==> config.mk <==
export PLATFORM = sky130hd
export DESIGN_NAME = jtframe_6809_romcache
export DESIGN_NICKNAME = d
export VERILOG_FILES = /design/src/rtl/jtframe_6809_romcache.sv
export SDC_FILE = /design/constraint.sdc
export NUM_CORES = 1
export LEC_CHECK = 0
export BUFFER_PORTS_ARGS = -buffer_cell sky130_fd_sc_hd__clkbuf_2
export CAP_MARGIN = 20
export CORE_ASPECT_RATIO = 1.4
export CORE_MARGIN = 10
export CORE_UTILIZATION = 57
export DETAILED_ROUTE_END_ITERATION = 10
export MAX_ROUTING_LAYER = met4
export PLACE_DENSITY = 0.78
export SLEW_MARGIN = 10
export SYNTH_ARGS = -nofsm -noshare
export SYNTH_HDL_FRONTEND = slang
export SYNTH_SLANG_ARGS = --single-unit
==> constraint.sdc <==
create_clock -name clk -period 2.2 [get_ports clk]
set_clock_uncertainty 0.1 [all_clocks]
set_input_delay 0.44 -clock clk [delete_from_list [all_inputs] [get_ports clk]]
set_output_delay 0.44 -clock clk [all_outputs]
set_load 0.005 [all_outputs]
==> src/rtl/jtframe_6809_romcache.sv <==
// Two-line, 32-bit-word ROM fetch cache between the 6809 ROM decoder and the SDRAM ROM port.
// Define JTFRAME_ROMCACHE_PREFETCH_EN to prefetch word n+1 after each demand fill of word n.
module jtframe_6809_romcache #(
    parameter int AW          = 16,
    parameter int FLUSH_ON_CS = 0
) (
    input  logic          clk,
    input  logic          rst,
    input  logic [AW-1:0] cpu_addr,
    input  logic          cpu_cs,
    input  logic          flush,
    output logic          rom_ok,
    output logic [7:0]    cpu_dout,
    output logic [AW-3:0] sdram_addr,
    output logic          sdram_req,
    input  logic          sdram_ack,
    input  logic          sdram_dok,
    input  logic [31:0]   sdram_data
);
    localparam int TW = AW - 2;

    typedef enum logic [1:0] {ST_IDLE, ST_REQ, ST_WAIT} state_t;

    state_t        state_q, state_d;
    logic [1:0]    valid_q, valid_d;
    logic [TW-1:0] tag_q [2];
    logic [TW-1:0] tag_d [2];
    logic [31:0]   data_q [2];
    logic [31:0]   data_d [2];
    logic          lru_q, lru_d;
    logic          victim_q, victim_d;
    logic          discard_q, discard_d;
    logic          sdram_req_q, sdram_req_d;
    logic [TW-1:0] fetch_addr_q, fetch_addr_d;

    logic [TW-1:0] cpu_tag;
    logic          hit0, hit1, miss, fill, keep;
    logic [31:0]   hit_word;

`ifdef JTFRAME_ROMCACHE_PREFETCH_EN
    logic          pf_pending_q, pf_pending_d;
    logic [TW-1:0] pf_addr_q, pf_addr_d;
    logic          pf_victim_q, pf_victim_d;
    logic          is_pf_q, is_pf_d;
    logic          pf_held;
`endif

    // FLUSH_ON_CS is reserved; no logic depends on it.
    if (FLUSH_ON_CS != 0) begin : g_flush_on_cs_reserved
    end

    assign cpu_tag    = cpu_addr[AW-1:2];
    assign sdram_req  = sdram_req_q;
    assign sdram_addr = fetch_addr_q;

    always_comb begin
        hit0     = cpu_cs && valid_q[0] && (tag_q[0] == cpu_tag);
        hit1     = cpu_cs && valid_q[1] && (tag_q[1] == cpu_tag);
        rom_ok   = hit0 || hit1;
        miss     = cpu_cs && !rom_ok;
        hit_word = hit1 ? data_q[1] : data_q[0];
        cpu_dout = 8'h00;
        if (rom_ok) begin
            case (cpu_addr[1:0])
                2'd0:    cpu_dout = hit_word[7:0];
                2'd1:    cpu_dout = hit_word[15:8];
                2'd2:    cpu_dout = hit_word[23:16];
                default: cpu_dout = hit_word[31:24];
            endcase
        end
    end

    always_comb begin
        state_d      = state_q;
        valid_d      = valid_q;
        tag_d        = tag_q;
        data_d       = data_q;
        lru_d        = lru_q;
        victim_d     = victim_q;
        discard_d    = discard_q;
        sdram_req_d  = sdram_req_q;
        fetch_addr_d = fetch_addr_q;
        fill         = 1'b0;
`ifdef JTFRAME_ROMCACHE_PREFETCH_EN
        pf_pending_d = pf_pending_q;
        pf_addr_d    = pf_addr_q;
        pf_victim_d  = pf_victim_q;
        is_pf_d      = is_pf_q;
        pf_held      = (valid_q[0] && (tag_q[0] == pf_addr_q)) ||
                       (valid_q[1] && (tag_q[1] == pf_addr_q));
`endif

        if (hit0) lru_d = 1'b1;
        else if (hit1) lru_d = 1'b0;

        case (state_q)
            ST_IDLE: begin
                if (miss) begin
                    fetch_addr_d = cpu_tag;
                    victim_d     = lru_q;
                    discard_d    = 1'b0;
                    sdram_req_d  = 1'b1;
                    state_d      = ST_REQ;
`ifdef JTFRAME_ROMCACHE_PREFETCH_EN
                    is_pf_d      = 1'b0;
`endif
                end
`ifdef JTFRAME_ROMCACHE_PREFETCH_EN
                else if (pf_pending_q && !flush) begin
                    pf_pending_d = 1'b0;
                    if (!pf_held) begin
                        fetch_addr_d = pf_addr_q;
                        victim_d     = pf_victim_q;
                        discard_d    = 1'b0;
                        sdram_req_d  = 1'b1;
                        state_d      = ST_REQ;
                        is_pf_d      = 1'b1;
                    end
                end
`endif
            end
            ST_REQ: begin
                if (sdram_ack) begin
                    sdram_req_d = 1'b0;
                    if (sdram_dok) begin
                        fill    = 1'b1;
                        state_d = ST_IDLE;
                    end else begin
                        state_d = ST_WAIT;
                    end
                end
            end
            ST_WAIT: begin
                if (sdram_dok) begin
                    fill    = 1'b1;
                    state_d = ST_IDLE;
                end
            end
            default: state_d = ST_IDLE;
        endcase

        if (flush && (state_q != ST_IDLE)) discard_d = 1'b1;
        if (flush) valid_d = '0;

        // A flush in the fill cycle discards too; the fetch still ends normally.
        keep = fill && !discard_q && !flush;
        if (fill) lru_d = ~victim_q;
        if (keep) begin
            valid_d[victim_q] = 1'b1;
            tag_d[victim_q]   = fetch_addr_q;
            data_d[victim_q]  = sdram_data;
        end

`ifdef JTFRAME_ROMCACHE_PREFETCH_EN
        if (keep && !is_pf_q) begin
            pf_pending_d = 1'b1;
            pf_addr_d    = fetch_addr_q + 1'b1;
            pf_victim_d  = ~victim_q;
        end
        if (flush) pf_pending_d = 1'b0;
`endif
    end

    always_ff @(posedge clk) begin
        if (rst) begin
            state_q      <= ST_IDLE;
            valid_q      <= '0;
            lru_q        <= 1'b0;
            victim_q     <= 1'b0;
            discard_q    <= 1'b0;
            sdram_req_q  <= 1'b0;
            fetch_addr_q <= '0;
            for (int unsigned i = 0; i < 2; i++) begin
                tag_q[i]  <= '0;
                data_q[i] <= '0;
            end
`ifdef JTFRAME_ROMCACHE_PREFETCH_EN
            pf_pending_q <= 1'b0;
            pf_addr_q    <= '0;
            pf_victim_q  <= 1'b0;
            is_pf_q      <= 1'b0;
`endif
        end else begin
            state_q      <= state_d;
            valid_q      <= valid_d;
            lru_q        <= lru_d;
            victim_q     <= victim_d;
            discard_q    <= discard_d;
            sdram_req_q  <= sdram_req_d;
            fetch_addr_q <= fetch_addr_d;
            tag_q        <= tag_d;
            data_q       <= data_d;
`ifdef JTFRAME_ROMCACHE_PREFETCH_EN
            pf_pending_q <= pf_pending_d;
            pf_addr_q    <= pf_addr_d;
            pf_victim_q  <= pf_victim_d;
            is_pf_q      <= is_pf_d;
`endif
        end
    end

endmodule

==> impl_metrics.tcl <==
set metrics [dict create \
    p_sw_uw 1220 \
    relSlewSlack_pct 71.3 \
    netlist_instances 603 \
    antenna_found_initial 0 \
    place_area_um2 5650 \
    hold_viol 0 \
    h-tree-depth 4 \
    ir_worst_vdd_mv 0.637 \
    crit_required_ns 1.66 \
    rsz0062_at_grt "yes" \
    cts_setup_buffers 0 \
    cellPowerDensity_nw_per_um2 856 \
    ant_nets 0 \
    finalWorstSetupSlack_ns -0.322 \
    yosysTopAreaCell "dfxtp_1" \
    root_buffer "clkbuf_16" \
    numPortBuffers 77 \
    cts_buffers 17 \
    worst_slew_pin_slew_ns 0.431 \
    synth_top_family_by_area "simple AND/OR/NAND/NOR gates" \
    post-dp-hpwl_um 9020 \
    coreArea_um2 8660 \
    die_x_um 99.8 \
    yosys.area_share.adder_pct 0.739 \
    clock_latency_ns 0.41 \
    clock_power_share_pct 53.3 \
    combPwrFrac_pct 7.2 \
    first_pass_iters 5 \
    drt_iter0_drc 283 \
    fp-row-count 40 \
    clockBufferDepth 2 \
    postCtsHoldBufs 0 \
    n_antenna_cell 0 \
    hold_class "in2reg" \
    route.detailed.drc 0 \
    outcome "finished, violations left" \
    fin_crit_sh_pct 115 \
    synth-simple-area-share_pct 24.6 \
    die_area_um2 13100 \
    synth_top_area_share_pct 44.9 \
    synth-warning-count 0 \
    drive_gt1_share_pct 23.9 \
    critical_path.cell_chain "xor2_2, nor4_2, nand4_1, buf_6, nand3b_1, nand2_2, clkbuf_2" \
    critPathLaunchType "register" \
    p_leak_uw 0.00250 \
    internal_power_uw 4240 \
    crit_path_end_kind "output port" \
    dpl_worst_slack_ns -0.215 \
    synthTopCellsByArea "dfxtp_1 45%, nand2_1 15%, a21oi_1 9.4%" \
    slew_viol_final 0 \
    critPathArrivalTime_ns 1.98 \
    power_uw 5460 \
    max_freq_mhz 396 \
    die_h_um 132 \
    grt_pass1_wl_um 21900 \
    syn_avg_cell_area_um2 8.43 \
    synthXorXnorAreaFrac_pct 4.83 \
    cp_slowest_cell "nor4_2" \
    synth_cell_types 32 \
    max_stage_delay_ns 0.37 \
    setup-tns-final_ns -2.71 \
    synth_sequential_area_ratio_pct 44.9 \
    cap_viol_max_count 0 \
    synth_seq_cells 114 \
    clk_pin_slew_ns 0.06 \
    track_usage_pct 21.0 \
    io_pins 78 \
    finalSetupViolations 9 \
    via_per_inst 5.60 \
    start_util_pct 58.7 \
    clock_sinks 114 \
    whs_ns 0.164 \
    grt_pass1_vias 4493 \
    final_design_area_no_fill_um2 6380 \
    grt_max_degree 49 \
    grt_overflow 0 \
    violations "negative setup slack" \
    swShare_pct 22.3 \
    synth_area_um2 5080 \
    crit_fanout 9 \
    synth_compound_gate_area_share_pct 10.9 \
    fin_nets 735 \
    period_minus_slack_ns 2.52 \
    seq_power_share_pct 39.4 \
    synthMuxAreaShare_pct 10.0 \
    cts_tree "yes" \
    path_class "reg2out" \
    place_congestion 0.803 \
    syn_nets 660 \
    avgRoutedWirePerCell_um 16.7 \
    areaGrowthSynthToFinish_pct 25.5 \
    fillCellCount 641 \
    vias 4458 \
    postRouteWirelength_um 13300 \
]
[layer usage]
layer | track usage [%] | share of wire [%]
met5 | - | 0
met4 | 8.31 | 2.1
met2 | 34.7 | 52
met3 | 6.56 | 6.5
met1 | 22.6 | 39
[critical path: cells and delay by family, from the launching register on]
family | cells | cell delay (ns)
DFF | 1 | 0.33
buffers and inverters | 2 | 0.28
and+or+nand+nor | 4 | 0.82
xor gates and xnor gates | 1 | 0.15
[cells in the mapped netlist]
| cell type | number |
|---|---|
| a31oi_1 | 2 |
| o32ai_1 | 1 |
| buf_8 | 1 |
| nor2_1 | 5 |
| and4_4 | 1 |
| a21o_1 | 2 |
| nor2b_1 | 2 |
| buf_2 | 10 |
| a311oi_1 | 1 |
| or4_1 | 2 |
| or2b_1 | 1 |
| nor3_1 | 5 |
| mux4_2 | 16 |
| dfxtp_1 | 114 |
| a21oi_1 | 95 |
| clkbuf_1 | 29 |
| xor2_1 | 28 |
| a22o_1 | 1 |
| mux2i_1 | 15 |
| a31o_2 | 1 |
| nand2_1 | 201 |
| nand3_1 | 2 |
| nand3b_1 | 8 |
| inv_1 | 5 |
| o21ai_0 | 1 |
| a2bb2oi_1 | 1 |
| nand2b_1 | 38 |
| nor4_4 | 2 |
| nand4_1 | 3 |
| ha_1 | 3 |
| nor4_1 | 6 |
| buf_6 | 1 |
[kinds of logic (layout without fill, tap and decap cells)]
logic type	count (synthesis)	in the layout
compound gates	105	105
xor+xnor	28	28
fa+ha+maj	3	3
buf+inv	46	134
flops	114	114
mux	31	31
simple gates	276	276
[sequential cells by signal, summed over array words and instances, names as in the netlist, 2 cells and up]
| register | count |
|---|---|
| data_q | 64 |
| tag_q | 28 |
| sdram_addr | 14 |
| state_q | 2 |
| valid_q | 2 |
[worst paths after layout]
check / start / endpoint / slack (ns) / depth (start not counted)
max: tag_q[27]$_SDFFE_PP0P_ / cpu_dout[0] / -0.32 / 7
min: sdram_data[20] / data_q[52]$_SDFFE_PP0P_ / 0.16 / 3
max reg2reg: tag_q[8]$_SDFFE_PP0P_ / sdram_addr[1]$_SDFFE_PP0P_ / 0.13 / 7
min reg2reg: data_q[50]$_SDFFE_PP0P_ / data_q[50]$_SDFFE_PP0P_ / 0.35 / 2
[through the flow]
| stage | utilization (%) | std cells |
|---|---|---|
| 6_report | 73.7 | 796 |
| 5_1_grt | 73.7 | 796 |
| 4_1_cts | 73.6 | 796 |
| 3_5_place_dp | 65.3 | 764 |
| 3_3_place_gp | 65.3 | 764 |
| 2_1_floorplan | - | 603 |
[what timing repair did]
item	4_1_cts	5_1_grt
pin swaps	4	2
gates resized for setup	18	5
setup endpoints to repair	9	43
hold endpoints to repair	0	0
[power groups by stage]
| stage | Sequential (uW) | Combinational [uW] | Clock [uW] |
|---|---|---|---|
| 2_1_floorplan | 2190 | 232 | 0 |
| 3_3_place_gp | 2190 | 380 | 0 |
| 3_5_place_dp | 2200 | 388 | 0 |
| 4_1_cts | 2150 | 396 | 2950 |
| 5_1_grt | 2160 | 433 | 3030 |
| 6_report | 2150 | 395 | 2910 |
[area by class of cell]
class	count	area (um2)	share of cell area [%]
Tap cell	105	131	2.06
Sequential cell	114	2290	35.8
Inverter	5	18.8	0.294
Clock inverter	13	184	2.88
Clock buffer	19	453	7.10
Timing Repair Buffer	97	637	9.98
Multi-Input combinational cell	443	2670	41.8
[cells in the final DEF (no fill, tap or decap), types with 7 or more instances in the layout]
cell type and count:
clkbuf_2 72, buf_4 11, xor2_1 27, nand2b_1 34, nand3b_1 8, a21oi_1 95, mux4_2 16, nand2_1 197
clkbuf_16 17, buf_12 7, mux2i_1 15, dfxtp_1 111
No activity file was read; power rests on OpenSTA's default activity.
